--- src/rtl/button_debouncer.sv ---
// ============================================================================
// Module      : button_debouncer
// Description : Two independent push-button debouncers; each emits a
//               registered one-cycle pulse per accepted press.
// Revision    : 1.0 - initial release
// ============================================================================
`default_nettype none

module button_debouncer #(
    parameter int DEBOUNCE_CYCLES = 1000000
) (
    input  logic clk,
    input  logic reset,
    input  logic leftBtn,
    input  logic rightBtn,
    output logic leftBtnDebounce,
    output logic rightBtnDebounce
);

    localparam int CW = $clog2(DEBOUNCE_CYCLES);
    localparam logic [CW-1:0] c_CNT_MAX = CW'(DEBOUNCE_CYCLES - 1);

    typedef enum logic [1:0] {
        IDLE         = 2'd0,
        PRESS_WAIT   = 2'd1,
        HELD         = 2'd2,
        RELEASE_WAIT = 2'd3
    } state_t;

    logic [1:0] w_raw;
    logic [1:0] w_pulse;

    assign w_raw            = {rightBtn, leftBtn};
    assign leftBtnDebounce  = w_pulse[0];
    assign rightBtnDebounce = w_pulse[1];

    for (genvar g = 0; g < 2; g++) begin : g_ch
        logic          s1_q;
        logic          s2_q;
        logic [CW-1:0] cnt_q;
        logic          pulse_q;
        state_t        state_q;

        always_ff @(posedge clk or posedge reset) begin
            if (reset) begin
                s1_q    <= 1'b0;
                s2_q    <= 1'b0;
                cnt_q   <= '0;
                pulse_q <= 1'b0;
                state_q <= IDLE;
            end else begin
                s1_q    <= w_raw[g];
                s2_q    <= s1_q;
                pulse_q <= 1'b0;
                case (state_q)
                    IDLE: begin
                        if (s2_q) begin
                            state_q <= PRESS_WAIT;
                            cnt_q   <= '0;
                        end
                    end
                    PRESS_WAIT: begin
                        if (!s2_q) begin
                            state_q <= IDLE;
                            cnt_q   <= '0;
                        end else if (cnt_q == c_CNT_MAX) begin
                            state_q <= HELD;
                            pulse_q <= 1'b1;
                        end else begin
                            cnt_q <= cnt_q + CW'(1);
                        end
                    end
                    HELD: begin
                        if (!s2_q) begin
                            state_q <= RELEASE_WAIT;
                            cnt_q   <= '0;
                        end
                    end
                    RELEASE_WAIT: begin
                        // A bounce back high re-enters HELD without a new pulse
                        if (s2_q) begin
                            state_q <= HELD;
                            cnt_q   <= '0;
                        end else if (cnt_q == c_CNT_MAX) begin
                            state_q <= IDLE;
                        end else begin
                            cnt_q <= cnt_q + CW'(1);
                        end
                    end
                    default: begin
                        state_q <= IDLE;
                        cnt_q   <= '0;
                    end
                endcase
            end
        end

        assign w_pulse[g] = pulse_q;
    end

endmodule

`default_nettype wire

--- config.mk ---
export PLATFORM = sky130hd
export DESIGN_NAME = button_debouncer
export DESIGN_NICKNAME = d
export VERILOG_FILES = /design/src/rtl/button_debouncer.sv
export SDC_FILE = /design/constraint.sdc
export NUM_CORES = 1
export LEC_CHECK = 0
export ABC_AREA = 1
export CAP_MARGIN = 40
export CORE_AREA = 4 4 101 103
export CTS_BUF_LIST = sky130_fd_sc_hd__clkbuf_4 sky130_fd_sc_hd__clkbuf_8
export CTS_CLUSTER_DIAMETER = 200
export DETAILED_ROUTE_END_ITERATION = 10
export DIE_AREA = 0 0 105 107
export PLACE_DENSITY = 0.59
export SYNTH_ARGS = -nofsm -noshare
export SYNTH_HDL_FRONTEND = slang
export SYNTH_SLANG_ARGS = --single-unit
--- constraint.sdc ---
create_clock -name clk -period 1.9 [get_ports clk]
set_input_delay 0.38 -clock clk [delete_from_list [all_inputs] [get_ports clk]]
set_output_delay 0.38 -clock clk [all_outputs]
set_load 0.05 [all_outputs]
==> reports/qor.txt <==
Synth Instances = 471
CTS max path bufs = 2
# setup viols final = 0
CTS buffer count = 5
Status = finished clean
Post-Syn Area = 3190 µm²
# Post-CTS Setup Buffers = 0
Final Max Slew Viols = 0
DRC Markers = 0
Flops & latches, synth = 50
Pint = 1.41 mW
RSZ-0062 raised after global routing = no
LEAKAGE = 1.59 nW
Synthesized area per cell = 6.77 µm²
Dominant cell type by area after synthesis = dfrtp_1
First-pass GRT wire length = 13.4 mm
CTS tree = yes
Reg power frac = 0.570
Largest net degree at the start of global routing = 24
Reg2reg setup slack = 190 ps
Slew of the pin with the lowest slew margin = 521 ps
Grt ovf = 0
Compound-gate portion of the synthesized area = 0.0486
Distinct cell type count after synthesis = 29
Die height = 107 µm
Hold WC Path Type = in2async
Core footprint = 9200 µm²
Largest family of logic cells by synthesized area = simple AND/OR/NAND/NOR gates
Reg2Reg Capture Point = g_ch[1].cnt_q[12]$_DFFE_PP0P_
Post-layout net count = 487
DIE WIDTH = 105 µm
Max-cap viol count = 0
Combinational Power Share = 0.063
Clock sinks = 50
Hold Slack = 333 ps
Setup TNS = 0 ps
Clock slew at reported path FFs = 110 ps
H-tree depth = 2
Fraction of final layout cells with drive strength greater than 1 = 0.0871
Max Freq = 544 MHz
Worst Path Arrival = 1460 ps
Power share of the clock group = 0.367
Slowest CP cell = clkdlybuf4s50_1
Delay-heaviest family, CP = buffers and inverters
Origin of the critical flop-to-flop path = g_ch[1].cnt_q[0]$_DFFE_PP0P_
Share of the cycle needed by the critical path after routing = 0.967
Layout Area Growth over Synthesis = 9.06%
Utilization after layout = 0.378
Area share of and/or/nand/nor cells after synthesis = 0.437
Yosys warns = 0
DRT Pass-1 Iters = 5
Worst vdd ir = 0.266 mV
Post-route ant nets = 0
Clock Latency Late Sink = 320 ps
Synth top area share = 0.392
IO Pins = 6
Initial DRC Count = 141
PwrDens = 552 nW/µm²
Drt wl/cell = 12.5 µm
Post-Synth XOR/XNOR Area = 0.0353
Worst reg-to-reg path cell count = 8
Post-synthesis sequential area ratio = 0.392
Vias per cell = 4.90
Port buffer count = 5
Critical path startpoint category = register
Row count = 35
Placed Area = 3380 µm²
DR vias = 2,908
Die ar. = 11,200 µm²
Initial Utilization = 0.347
Tmin final = 1840 ps
Slew margin rel. = 0.651
CP Capture Type = output pin
CP bufs+invs = 1
Tot GR Track Use = 0.144
CP Class = reg2out
Max FO, Critical Path = 1
Synth area leaders = dfrtp_1 (39%), nand2_1 (18%), nor2_1 (9.1%), nand3_1 (8.3%), inv_1 (5.5%)
Switch Pwr = 507 µW
Initial antenna violation count = 0
Switching fraction of total power = 0.264
Worst EP required = 1520 ps
Vias in the first global route = 3,004
Post-synthesis adder-cell area fraction = 0.00784
Fillers = 974
Largest stage delay, worst path = 810 ps
Post-Syn Nets = 477
Routed WL = 7.41 mm
Diode count = 0
Clk root buf = clkbuf_8
GPL Wtd Cong = 0.940
Final Hold Vio Count = 0
Finished Cell Area = 3480 µm²
Post-DP HPWL = 5.71 mm
Mux contribution to synthesized area = 0
Clock Skew = 12.8 ps
Ordered list of cells on the worst path = clkdlybuf4s50_1
cell type report:
type	instances	area, µm²	area share
well taps	111	139	0.0399
repair buffers	8	85.1	0.0245
flip-flops and latches	50	1250	0.360
clock inverters	2	16.3	0.00467
clock buffers	6	82.6	0.0237
multi-input cells	361	1690	0.486
inverters	55	214	0.0615
cells in the mapped netlist (all sizes together):
master,instances
nand4,14
inv,54
or2,1
nor2,92
o21ai,16
xor2,7
nand3,55
clkinv,1
a21oi,6
o21bai,5
xnor2,5
dfrtp,50
nand2,151
ha,2
nor3,3
o21a,1
buf,5
nand3b,3
worst max-delay path by stage:
stage | start | end | slack, ps | cells past startpoint
floorplan | reset | async pin | 320 | 1
global placement | g_ch[0].cnt_q[0]$_DFFE_PP0P_ | g_ch[0].cnt_q[14]$_DFFE_PP0P_ | 260 | 8
detailed placement | g_ch[1].cnt_q[0]$_DFFE_PP0P_ | g_ch[1].cnt_q[12]$_DFFE_PP0P_ | 210 | 8
CTS | rightBtnDebounce$_DFF_PP0_ | rightBtnDebounce | 40 | 1
global route | rightBtnDebounce$_DFF_PP0_ | rightBtnDebounce | 10 | 1
finish | rightBtnDebounce$_DFF_PP0_ | rightBtnDebounce | 60 | 1
cells in the final DEF, fill, tap and decap left out, types with 4 or more instances in the layout:
| master | synthesis | layout |
|---|---|---|
| nor2_1 | 77 | 77 |
| nand3_1 | 53 | 53 |
| clkbuf_8 | 0 | 6 |
| o21ai_0 | 15 | 15 |
| nand2_1 | 149 | 149 |
| nor2_2 | 13 | 13 |
| xor2_1 | 7 | 7 |
| inv_1 | 47 | 46 |
| o21bai_1 | 5 | 5 |
| xnor2_1 | 4 | 4 |
| nand4_1 | 14 | 14 |
| clkdlybuf4s50_1 | 0 | 5 |
| inv_2 | 4 | 5 |
| a21oi_1 | 6 | 6 |
| dfrtp_1 | 50 | 49 |
metal layers:
layer	vias to the layer above	routed length (µm)	share of wire	global-route usage
met2	48	3660	0.49	0.257
met1	1340	3390	0.46	0.172
met4	0	142	0.019	0.0581
li1	1505	-	-	-
met3	15	215	0.029	0.0223
met5	-	0	0	0
power groups by stage:
| stage | Sequential, mW | Combinational, mW | Clock, mW |
|---|---|---|---|
| 6_report | 1.10 | 0.120 | 0.705 |
| 5_1_grt | 1.10 | 0.140 | 0.753 |
| 4_1_cts | 1.10 | 0.124 | 0.719 |
| 3_5_place_dp | 1.12 | 0.124 | 0 |
| 3_3_place_gp | 1.12 | 0.121 | 0 |
| 2_1_floorplan | 1.11 | 0.0884 | 0 |
sequential cells by signal, indices dropped and copies added (netlist names), named ones only:
| register | cells |
|---|---|
| rightBtnDebounce | 1 |
| g_ch.s2_q | 2 |
| g_ch.state_q | 2 |
| leftBtnDebounce | 1 |
| g_ch.cnt_q | 40 |
| g_ch.s1_q | 2 |
cells by family (layout without fill, tap and decap cells):
logic type / Yosys count / after routing
AOI/OAI and AO/OA: 28 / 28
buffers and inverters: 60 / 71
and+or+nand+nor: 319 / 319
DFF: 50 / 50
xor gates and xnor gates: 12 / 12
adders and majority gates: 2 / 2
stage by stage:
step	cells	total power [mW]	worst slack [ps]
global placement	585	1.24	261
global route	593	1.99	9.61
floorplan	471	1.20	319
finish	593	1.92	62.4
detailed placement	585	1.24	208
CTS	593	1.94	41.9
what timing repair did:
item | in CTS | in global routing
hold buffers | 0 | 0
gates resized for setup | 0 | 2
setup endpoints to repair | 0 | 1
No activity file was read; power rests on OpenSTA's default activity.
